$ cat config.mk
export PLATFORM = sky130hd
export DESIGN_NAME = sd_sector_ctrl
export DESIGN_NICKNAME = d
export VERILOG_FILES = /design/src/rtl/sd_ctrl_pkg.sv /design/src/rtl/sd_timeout.sv /design/src/rtl/sd_sector_ctrl.sv
export SDC_FILE = /design/constraint.sdc
export NUM_CORES = 1
export LEC_CHECK = 0
export BUFFER_PORTS_ARGS = -buffer_cell sky130_fd_sc_hd__buf_2
export CORE_AREA = 2 2 85 87
export CTS_CLUSTER_SIZE = 14
export DETAILED_ROUTE_END_ITERATION = 12
export DIE_AREA = 0 0 87 89
export GPL_TIMING_DRIVEN = 0
export PLACE_DENSITY_LB_ADDON = 0.08
export SYNTH_ARGS = -nofsm -noshare
export SYNTH_HDL_FRONTEND = slang
export SYNTH_HIERARCHICAL = 1
export SYNTH_SLANG_ARGS = --single-unit
$ cat constraint.sdc
create_clock -name clk_100m -period 7.3 [get_ports clk_100m]
set_input_delay 1.095 -clock clk_100m [delete_from_list [all_inputs] [get_ports clk_100m]]
set_output_delay 1.095 -clock clk_100m [all_outputs]
set_load 0.05 [all_outputs]
$ cat src/rtl/sd_ctrl_pkg.sv
// Shared types and constants for the SD sector controller.
package sd_ctrl_pkg;

    localparam int unsigned LBA_W                = 32;
    localparam int unsigned SECTOR_BYTES_DEFAULT = 512;
    localparam int unsigned BYTE_CNT_W           = 10;

    typedef enum logic [2:0] {
        ST_IDLE,
        ST_REQ,
        ST_XFER,
        ST_DRAIN,
        ST_DONE
    } state_t;

    // Byte counter increment that sticks at all-ones instead of wrapping.
    function automatic logic [BYTE_CNT_W-1:0] sat_inc(input logic [BYTE_CNT_W-1:0] v);
        return (v == '1) ? v : v + BYTE_CNT_W'(1);
    endfunction

endpackage

$ cat src/rtl/sd_timeout.sv
// Down-counter watchdog: load arms it with CYCLES-1, enable counts it down,
// expire is high in the enabled cycle where the count has reached zero.
module sd_timeout #(
    parameter int unsigned CYCLES = 100000000
) (
    input  logic clk,
    input  logic reset,
    input  logic load,
    input  logic enable,
    output logic expire
);

    localparam int unsigned W    = (CYCLES > 1) ? $clog2(CYCLES) : 1;
    localparam logic [W-1:0] LOAD = W'(CYCLES - 1);

    logic [W-1:0] count;

    // Count register: load takes priority, then decrement while enabled.
    always_ff @(posedge clk) begin
        if (reset) begin
            count <= '0;
        end else if (load) begin
            count <= LOAD;
        end else if (enable && (count != '0)) begin
            count <= count - W'(1);
        end
    end

    assign expire = enable && (count == '0);

endmodule

$ cat src/rtl/sd_sector_ctrl.sv
// Single-sector read/write sequencer between a CPU-side command port and the
// hps_io sd_rd/sd_wr/sd_ack handshake, with byte counting and a watchdog.
module sd_sector_ctrl
    import sd_ctrl_pkg::*;
#(
    parameter int unsigned TIMEOUT_CYCLES = 100000000,
    parameter int unsigned SECTOR_BYTES   = SECTOR_BYTES_DEFAULT
) (
    input  logic             clk_100m,
    input  logic             reset,
    input  logic             cmd_rd,
    input  logic             cmd_wr,
    input  logic [LBA_W-1:0] cmd_lba,
    output logic [LBA_W-1:0] sd_lba,
    output logic             sd_rd,
    output logic             sd_wr,
    input  logic             sd_ack,
    input  logic             sd_buff_wr,
    output logic             busy,
    output logic             buf_hps_owned,
    output logic             done,
    output logic             error
);

    localparam logic [BYTE_CNT_W-1:0] SECTOR_CNT = BYTE_CNT_W'(SECTOR_BYTES);

    state_t                  state, state_next;
    logic                    dir_wr, dir_wr_next;
    logic                    err_flag, err_flag_next;
    logic [BYTE_CNT_W-1:0]   byte_cnt, byte_cnt_next;
    logic [LBA_W-1:0]        lba_next;
    logic                    tmo_load, tmo_run, tmo_expire;

    sd_timeout #(
        .CYCLES (TIMEOUT_CYCLES)
    ) u_timeout (
        .clk    (clk_100m),
        .reset  (reset),
        .load   (tmo_load),
        .enable (tmo_run),
        .expire (tmo_expire)
    );

    // State register.
    always_ff @(posedge clk_100m) begin
        if (reset) begin
            state <= ST_IDLE;
        end else begin
            state <= state_next;
        end
    end

    // Next-state, datapath-next and timer control.
    always_comb begin
        state_next    = state;
        dir_wr_next   = dir_wr;
        err_flag_next = err_flag;
        byte_cnt_next = byte_cnt;
        lba_next      = sd_lba;
        tmo_load      = 1'b0;
        tmo_run       = 1'b0;
        case (state)
            ST_IDLE: begin
                // A stale ack from an aborted transfer blocks new commands.
                if (!sd_ack) begin
                    if (cmd_rd && cmd_wr) begin
                        state_next    = ST_DONE;
                        err_flag_next = 1'b1;
                    end else if (cmd_rd || cmd_wr) begin
                        state_next    = ST_REQ;
                        dir_wr_next   = cmd_wr;
                        lba_next      = cmd_lba;
                        byte_cnt_next = '0;
                        err_flag_next = 1'b0;
                        tmo_load      = 1'b1;
                    end
                end
            end
            ST_REQ: begin
                tmo_run = 1'b1;
                if (tmo_expire) begin
                    state_next    = ST_DRAIN;
                    err_flag_next = 1'b1;
                end else if (sd_ack) begin
                    state_next = ST_XFER;
                end
            end
            ST_XFER: begin
                tmo_run = 1'b1;
                if (sd_buff_wr) begin
                    byte_cnt_next = sat_inc(byte_cnt);
                end
                if (!sd_ack) begin
                    state_next = ST_DONE;
                    if (byte_cnt_next != SECTOR_CNT) begin
                        err_flag_next = 1'b1;
                    end
                end else if (tmo_expire) begin
                    state_next    = ST_DRAIN;
                    err_flag_next = 1'b1;
                end
            end
            ST_DRAIN: begin
                if (!sd_ack) begin
                    state_next = ST_DONE;
                end
            end
            ST_DONE: begin
                state_next    = ST_IDLE;
                err_flag_next = 1'b0;
            end
            default: begin
                state_next = ST_IDLE;
            end
        endcase
    end

    // Datapath and registered outputs, all derived from the next state so
    // each output changes in the same cycle the state does.
    always_ff @(posedge clk_100m) begin
        if (reset) begin
            dir_wr        <= 1'b0;
            err_flag      <= 1'b0;
            byte_cnt      <= '0;
            sd_lba        <= '0;
            sd_rd         <= 1'b0;
            sd_wr         <= 1'b0;
            busy          <= 1'b0;
            buf_hps_owned <= 1'b0;
            done          <= 1'b0;
            error         <= 1'b0;
        end else begin
            dir_wr        <= dir_wr_next;
            err_flag      <= err_flag_next;
            byte_cnt      <= byte_cnt_next;
            sd_lba        <= lba_next;
            sd_rd         <= (state_next == ST_REQ) && !dir_wr_next;
            sd_wr         <= (state_next == ST_REQ) && dir_wr_next;
            busy          <= (state_next != ST_IDLE);
            buf_hps_owned <= (state_next inside {ST_REQ, ST_XFER});
            done          <= (state_next == ST_DONE);
            error         <= (state_next == ST_DONE) && err_flag_next;
        end
    end

endmodule

=== After elaboration in Yosys (flattened, before gate mapping) ===
Index checks and enable logic that the tools add are counted.

* Bits in registers: 80
* Bits in latches: 0
* Memory bits (writable): 0
* Bits in read-only memories: 0
* Input bits: 38
* Output and inout port bits: 38
* Memories kept: 0

* $add $sub $neg: 2
* Multipliers: 0
* Div/mod/pow operators: 0
* Magnitude comparators: 0
* Eq/ne operators: 12
* Shifts and indexed selects: 0
* Mux-type cells: 34
* Bitwise gates (word level): 2
* Reductions and logical operators: 19

{| class="wikitable"
|+ Operators by type and width
! operator !! count
|-
| 10-bit 2-to-1 mux || 6
|-
| 27-bit 2-to-1 mux || 2
|-
| 27-bit logical NOT || 1
|-
| 27-bit nonzero test || 1
|-
| 27-bit by 1-bit subtractor with 27-bit output, second input constant || 1
|-
| 3-bit 2-to-1 mux || 8
|-
| 10-bit case mux with 2 select lines || 1
|-
| 1-bit 2-to-1 mux || 15
|-
| 3-bit case mux with 4 select lines || 1
|-
| 10-bit by 1-bit adder with 10-bit output, second input constant || 1
|-
| 10-bit equality test, second input constant || 1
|-
| 10-bit inequality test, second input constant || 1
|-
| 3-bit by 2-bit equality test with 1-bit output, second input constant || 3
|-
| 4-bit AND reduction || 2
|-
| 3-bit by 1-bit equality test with 1-bit output, second input constant || 2
|-
| 3-bit equality test, second input constant || 2
|-
| 1-bit logical AND || 6
|-
| 2-bit inequality test, second input constant || 3
|-
| 2-bit nonzero test || 3
|-
| 1-bit case mux with 4 select lines || 1
|-
| 2-bit OR reduction || 2
|-
| 3-bit logical NOT || 1
|-
| 3-bit nonzero test || 1
|-
| 1-bit NOT || 2
|-
| 2 further kinds || 2
|}

=== Logic depth before layout (Yosys ltp) ===
Gate-level depths: netlist (run 1).

* Word-level depth: 9
* Gate-level depth with buffers: 12
* Gate-level depth less buffers: 10

=== By module ===
Netlist (run 1), hierarchy kept.

{| class="wikitable"
|+ By module, submodules not included
! module !! times used !! cells each !! area each (µm²)
|-
| sd_sector_ctrl || 1 || 311 || 2476.1
|-
| sd_timeout || 1 || 161 || 1427.6
|}

=== Worst setup path after synthesis (run 1) ===
OpenSTA, ideal clock, no wires.

* Path kind: register to register
* From: reg u_timeout.count[0]
* To: reg sd_rd
* Library setup time: 0.059 ns
* Data arrival time: 2.801 ns
* Required time: 7.241 ns
* Slack: 4.440 ns
* Stages on the path, launching flop included: 11
* Buffers on the path: 1
* Period minus slack after synthesis: 2.860 ns
* Cells stage by stage: dfxtp_1 > inv_1 > ha_1 > nor4b_1 > and3_1 > buf_2 > nor3b_1 > a21oi_1 > or4_1 > a21oi_4 > and3_1

* Word-level cells in the longest chain between the ends: 7

{| class="wikitable"
|+ Ends and longest elaborated chain
! what !! line !! source
|-
| start, declared || sd_timeout.sv:16 || <nowiki>logic [W-1:0] count;</nowiki>
|-
| start signal, assigned || sd_timeout.sv:25 || <nowiki>count <= count - W'(1);</nowiki>
|-
| 27-bit logical NOT (*) || sd_timeout.sv:29 || <nowiki>assign expire = enable && (count == '0);</nowiki>
|-
| 1-bit logical AND (*) || sd_timeout.sv:29 ||
|-
| named net tmo_expire || sd_sector_ctrl.sv:32 || <nowiki>logic tmo_load, tmo_run, tmo_expire;</nowiki>
|-
| 3-bit 2-to-1 mux || sd_sector_ctrl.sv:98 || <nowiki>end else if (tmo_expire) begin</nowiki>
|-
| 3-bit 2-to-1 mux || sd_sector_ctrl.sv:93 || <nowiki>if (!sd_ack) begin</nowiki>
|-
| 3-bit case mux with 4 select lines (*) || sd_sector_ctrl.sv:62 || <nowiki>case (state)</nowiki>
|-
| 3-bit by 1-bit equality test with 1-bit output (*) || sd_sector_ctrl.sv:137 || <nowiki>sd_rd <= (state_next == ST_REQ) && !dir_wr_next;</nowiki>
|-
| 1-bit logical AND (*) || sd_sector_ctrl.sv:137 ||
|-
| end signal, assigned || sd_sector_ctrl.sv:137 ||
|-
| end, declared || sd_sector_ctrl.sv:15 || <nowiki>output logic sd_rd,</nowiki>
|}

Mark *: on every way through the listed nets, which the timed path passes. The rest lies on a longest branch.
A chain may end at the register's enable or synchronous reset.

=== Worst setup path in the final report (run 1) ===
Same ends and word-level chain as after synthesis.

==> flow_summary.json, run 1 <==
{
  "drv_slew": 0,
  "dp_hpwl_microns": 6680,
  "clk_path_buf_depth": 2,
  "io_buffer_count": 75,
  "rr_endpoint": "sd_rd",
  "ys_types": 63,
  "critPathKind": "reg -> reg",
  "areaGrowthSynthToFinish_pct": 16.8,
  "layout-drive-gt1-share_pct": 22.0,
  "cts-hold-fix-buffers": 0,
  "totalPowerFinal_uw": 1030,
  "wl_met1_microns": 3950,
  "crit_required_ns": 7.60,
  "maxCapViolCount": 0,
  "synthesis.nets": 514,
  "htreeDepth": 3,
  "grt_pass1_wl_microns": 15300,
  "synth-seq-cells": 80,
  "grt_pass1_vias": 3429,
  "cts-root-buf": "clkbuf_8",
  "start_util_pct": 58.1,
  "clk_latency_ns": 0.36,
  "yosysSeqAreaShare_pct": 41.0,
  "via_per_inst": 5.82,
  "dr_wl_met2_microns": 4640,
  "async_flop_share_pct": 0,
  "cts_buffers": 9,
  "synth_edf_count": 0,
  "final_antenna_net_count": 0,
  "die_y_microns": 89,
  "drt-initial-drc-count": 159,
  "period_needed_ns": 3.48,
  "antenna_found_initial": 0,
  "core_area_sq_mm": 0.00672,
  "tightest_slew_ns": 0.871,
  "rsz0062_at_grt": "false",
  "synth_flop_cell": "dfxtp_1",
  "whs_path_depth": 2,
  "p_leak_uw": 0.00185,
  "hp-class": "reg -> reg",
  "dr.max_layer_used": "met4",
  "vdd_ir_drop_max_mv": 0.138,
  "drc": 0,
  "drt_pass1_iterations": 4,
  "track_usage_pct": 24.6,
  "ioPinCount": 76,
  "setup_viol": 0,
  "wl_microns": 9240,
  "power_density_mw_per_mm2": 227,
  "max_slew_margin_pct": 41.8,
  "fin_crit_sh_pct": 47.6,
  "cts_tree": "yes",
  "reg2reg_slack_ns": 3.82,
  "worst_clock_skew_ns": 0.0131,
  "final_hold_viol_count": 0,
  "cp_max_fo": 10,
  "synth.avg_cell_area_sq_um": 8.27,
  "r2r_cells": 10,
  "vias": 3740,
  "outcome": "complete, no violations",
  "clk_pin_slew_ns": 0.09,
  "ys_warn_count": 6,
  "crit_arrival_ns": 3.77,
  "cts_setup_buffers": 0,
  "wl_per_cell_microns": 14.4,
  "clock_sinks": 80,
  "fill_cells": 589,
  "whs_endpoint": "sd_lba[29]",
  "end_kind": "flop",
  "setup_tns_ns": 0,
  "grt.overflow.total": 0,
  "cts_repair_resize_count": 0,
  "max_freq_mhz": 288,
  "route.met3.wl_microns": 488,
  "syn_inst": 472,
  "diodes": 0,
  "rows": 30,
  "syn_area_sq_mm": 0.00390,
  "die_w_microns": 87,
  "routabilityCongestion": 0.883,
  "fin_nets": 600,
  "start_kind": "flop",
  "die_area_sq_mm": 0.00774,
  "grt_max_degree": 16,
  "hold_start": "sd_lba[29]",
  "r2r_start": "u_timeout/count[0]"
}
## cell type report
class / instances / area, sq um / area share [%]
repair buffers: 75 / 375 / 8.23
plain buffers: 31 / 151 / 3.32
clock inverters: 7 / 56.3 / 1.23
well taps: 80 / 100 / 2.20
flip-flops and latches: 80 / 1600 / 35.1
multi-input cells: 351 / 2110 / 46.4
inverters: 10 / 37.5 / 0.823
clock buffers: 9 / 124 / 2.72
## synth_stat cells, types with 3 or more instances
cell type / instances / area [sq um]
nor4b_1: 3 / 26.3
nand4b_1: 3 / 26.3
nand2_1: 72 / 270
nand4_1: 10 / 62.6
or3_1: 4 / 25.0
or4_4: 4 / 45.0
o211ai_1: 5 / 37.5
xor2_1: 12 / 105
inv_1: 9 / 33.8
dfxtp_1: 80 / 1600
a31oi_1: 7 / 43.8
and3_1: 9 / 56.3
and4_1: 4 / 35.0
a211oi_1: 6 / 45.0
o21a_1: 4 / 30.0
nor3_1: 20 / 100
mux2i_1: 3 / 30.0
o21bai_1: 3 / 22.5
nor4_1: 10 / 62.6
ha_1: 4 / 50.1
nor2_1: 29 / 109
a211o_1: 3 / 26.3
a21oi_1: 61 / 305
o21ai_1: 3 / 15.0
o31ai_1: 4 / 30.0
xnor2_1: 6 / 52.6
buf_2: 10 / 50.1
nand3_1: 7 / 35.0
nand2b_1: 4 / 25.0
nor3b_1: 3 / 22.5
o21ai_0: 8 / 40.0
clkbuf_1: 17 / 63.8
or2_2: 3 / 18.8
nor2b_1: 4 / 25.0
## cells by family after synthesis
logic type | count (synthesis) | share of synthesized area, %
AOI/OAI and AO/OA | 126 | 20.5
xor gates and xnor gates | 18 | 4.04
adders and majority gates | 4 | 1.28
buffers and inverters | 41 | 4.84
DFF | 80 | 41.0
muxes | 3 | 0.769
and+or+nand+nor | 200 | 27.6
## per-layer routing
metal	track usage, %	vias to the layer above
met4	9.66	0
met3	4.16	16
li1	-	1888
met5	0	-
met2	43.1	113
met1	30.3	1723
## report_power, final
| group | internal (uW) | leakage (uW) | switching, uW |
|---|---|---|---|
| registers | 466 | 0.000653 | 23.6 |
| logic | 80.7 | 0.00111 | 162 |
| clock network | 127 | 0.0000838 | 174 |
## critical path: stages, from the launching register on
cell     delay (ns)
dfxtp_1        0.36
inv_1          0.09
ha_1           0.19
nor4b_1        0.47
and3_1         0.23
buf_2          0.22
nor3b_1        0.71
a21oi_1        0.16
or4_1          0.61
a21oi_4        0.19
and3_1         0.17
## through the flow
stage	cells	hold slack [ns]	setup slack, ns	instance area, sq um	util (%)
finish	643	0.454	3.82	4560	67.9
global route	643	0.470	3.52	4560	67.9
CTS	643	0.456	3.86	4560	67.9
detailed placement	627	0.443	3.92	4380	65.2
global placement	627	0.439	4.01	4380	65.2
floorplan	472	0.453	4.44	3900	-
## cell usage in the layout (no fill, tap or decap), types with 5 or more instances in the layout
cell | netlist | layout
o21ai_0 | 8 | 8
nor2_1 | 29 | 29
buf_2 | 10 | 85
clkbuf_1 | 17 | 17
xor2_1 | 12 | 12
nand3_1 | 7 | 7
a21oi_1 | 61 | 61
clkbuf_8 | 0 | 9
a211oi_1 | 6 | 6
nand4_1 | 10 | 10
a31oi_1 | 7 | 7
dfxtp_1 | 80 | 80
xnor2_1 | 6 | 6
o211ai_1 | 5 | 5
nor4_1 | 10 | 10
nor3_1 | 20 | 20
nand2_1 | 72 | 72
inv_1 | 9 | 9
and3_1 | 9 | 9
## worst max path at each step
| stage | from | to | slack (ns) |
|---|---|---|---|
| 2_1_floorplan | u_timeout/count[0] | sd_rd | 4.44 |
| 3_3_place_gp | state[1] | sd_rd | 4.01 |
| 3_5_place_dp | state[1] | sd_wr | 3.92 |
| 4_1_cts | u_timeout/count[0] | sd_rd | 3.86 |
| 5_1_grt | state[1] | sd_wr | 3.52 |
| 6_report | u_timeout/count[0] | sd_rd | 3.82 |
## flip-flops by register name (all words and copies together), names as in the netlist
name and flops:
sd_rd 1, sd_wr 1, busy 1, u_timeout/count 27, state 3, buf_hps_owned 1, byte_cnt 10, err_flag 1
sd_lba 32, dir_wr 1, done 1, error 1
Power figures use the tool's default switching activity.
==> run 2: changes to the inputs <==
Settings changed: CORE_AREA 2 2 85 87 to 2 2 88 90, DIE_AREA 0 0 87 89 to 0 0 90 92.
Clock period 7.3 ns to 3.5 ns, I/O delays scaled along.
==> run 2 against run 1 <==
- critical path depth rose by 2
- flip-flop and latch count did not move
- maximum frequency rose by 11%
- global-route usage fell by 1.2 points
- non-clock buffer count did not move
- register-to-register slack got worse by 3.5 ns
- clock power rose by 130%
- clock skew fell by 0.0027 ns
- power rose by 110%
==> flow_summary.json, run 2 (same netlist as run 1, synthesis figures left out) <==
{
  "cp_slowest_cell": "or4_1",
  "areaGrowthSynthToFinish_pct": 18.0,
  "max_slew_margin_pct": 41.5,
  "wl_per_cell_microns": 14.2,
  "end_kind": "flop",
  "final_hold_viol_count": 0,
  "cts_buffers": 9,
  "maxCapViolCount": 0,
  "cts_setup_buffers": 0,
  "track_usage_pct": 23.4,
  "placed_cell_area_sq_mm": 0.00441,
  "setup_tns_ns": 0,
  "drt-initial-drc-count": 149,
  "vdd_ir_drop_max_mv": 0.222,
  "p_int_uw": 1470,
  "final_cell_mix": "buf_2, dfxtp_1, nand2_1",
  "die_area_sq_mm": 0.00828,
  "rows": 32,
  "start_kind": "flop",
  "cts_tree": "yes",
  "crit_arrival_ns": 3.42,
  "critPathKind": "reg -> reg",
  "wl_microns": 9420,
  "outcome": "complete, no violations",
  "ioPinCount": 76,
  "fin_crit_sh_pct": 89.5,
  "via_per_inst": 5.56,
  "die_w_microns": 90,
  "power_density_mw_per_mm2": 481,
  "cp_cell_sequence": "buf_2 > inv_1 > nand2_1 > a21oi_1 > and3_1 > buf_2 > nor3b_2 > a21oi_1 > or4_1 > a21oi_4 > nand2_1 > nor2_1",
  "diodes": 0,
  "largest_registers": "sd_lba x32, u_timeout/count x27, byte_cnt x10",
  "tightest_slew_ns": 0.876,
  "clkPwrFrac_pct": 31.0,
  "switchingPower_uw": 743,
  "cpLargestDelayFamily": "simple AND/OR/NAND/NOR gates",
  "dp_hpwl_microns": 6750,
  "grt.overflow.total": 0,
  "period_needed_ns": 3.13,
  "final_antenna_net_count": 0,
  "setup_viol": 0,
  "hp-class": "in -> reg",
  "drc": 0,
  "crit_required_ns": 3.79,
  "pwr-share-comb_pct": 22.9,
  "drt_pass1_iterations": 5,
  "clk_latency_ns": 0.36,
  "cts-root-buf": "clkbuf_8",
  "die_y_microns": 92,
  "grt_max_degree": 15,
  "p_leak_uw": 0.00186,
  "layout-drive-gt1-share_pct": 22.0,
  "cpPeakStageDelay_ns": 0.60,
  "largest_reg_flops": 32,
  "p_sw_share_pct": 33.5,
  "worst_clock_skew_ns": 0.0103,
  "clk_pin_slew_ns": 0.09,
  "htreeDepth": 3,
  "totalPowerFinal_uw": 2220,
  "grt_pass1_vias": 3478,
  "start_util_pct": 52.4,
  "cts-hold-fix-buffers": 0,
  "max_freq_mhz": 319,
  "antenna_found_initial": 0,
  "grt_pass1_wl_microns": 16000,
  "regMostFlops": "sd_lba",
  "path_buf_inv": 3,
  "fin_area_sq_mm": 0.00461,
  "layout_commonest_cell": "buf_2",
  "cp_max_fo": 10,
  "vias": 3696,
  "clk_path_buf_depth": 2,
  "routabilityCongestion": 0.930,
  "io_buffer_count": 75,
  "p_seq_share_pct": 46.1,
  "clock_sinks": 80,
  "drv_slew": 0,
  "core_area_sq_mm": 0.00745,
  "fin_nets": 600,
  "rsz0062_at_grt": "false"
}
## run 2: final timing paths
path | startpoint | to | slack, ns | cells past startpoint
max reg2reg | state[1] | sd_wr | 0.37 | 12
max | state[1] | sd_wr | 0.37 | 12
min | cmd_lba[9] | sd_lba[9] | 0.39 | 3
min reg2reg | sd_lba[13] | sd_lba[13] | 0.45 | 2
## run 2: layer usage
layer,GRT usage [%],vias up,wire length (microns)
li1,-,1876,-
met2,40.7,81,4720
met5,0,-,0
met1,29.0,1727,4210
met3,3.62,12,324
met4,9.62,0,165
## run 2: cell type report
type | instances | area (sq um)
multi-input combinational | 351 | 2120
clock buffer | 10 | 128
clock inverter | 6 | 67.6
buffer | 31 | 151
sequential | 80 | 1600
fill | 699 | 2840
tap | 102 | 128
timing repair buffer | 75 | 375
inverter | 10 | 37.5
## run 2: repair_timing
| action | 4_1_cts | 5_1_grt |
|---|---|---|
| resized for setup | 0 | 1 |
| hold endpoints to repair | 0 | 0 |
| setup endpoints to repair | 0 | 4 |
## run 2: metrics by stage
step | worst slack [ns] | utilization, % | hold WS (ns) | cells
2_1_floorplan | 0.640 | - | 0.453 | 472
3_5_place_dp | 0.131 | 59.2 | 0.443 | 649
6_report | 0.368 | 61.9 | 0.392 | 665
3_3_place_gp | 0.158 | 59.2 | 0.439 | 649
5_1_grt | 0.0751 | 61.9 | 0.382 | 665
4_1_cts | 0.0960 | 61.8 | 0.378 | 665
## run 2: worst min-delay path, stage by stage
cell and delay [ns]:
buf_2 0.09, nand2_1 0.04, a21oi_1 0.05
## run 2: power groups by stage
| stage | Sequential [uW] | Clock (uW) | Combinational, uW |
|---|---|---|---|
| finish | 1020 | 687 | 508 |
| CTS | 1020 | 707 | 506 |
| detailed placement | 1040 | 0 | 504 |
| global route | 1030 | 749 | 561 |
| floorplan | 1120 | 0 | 293 |
| global placement | 1040 | 0 | 496 |
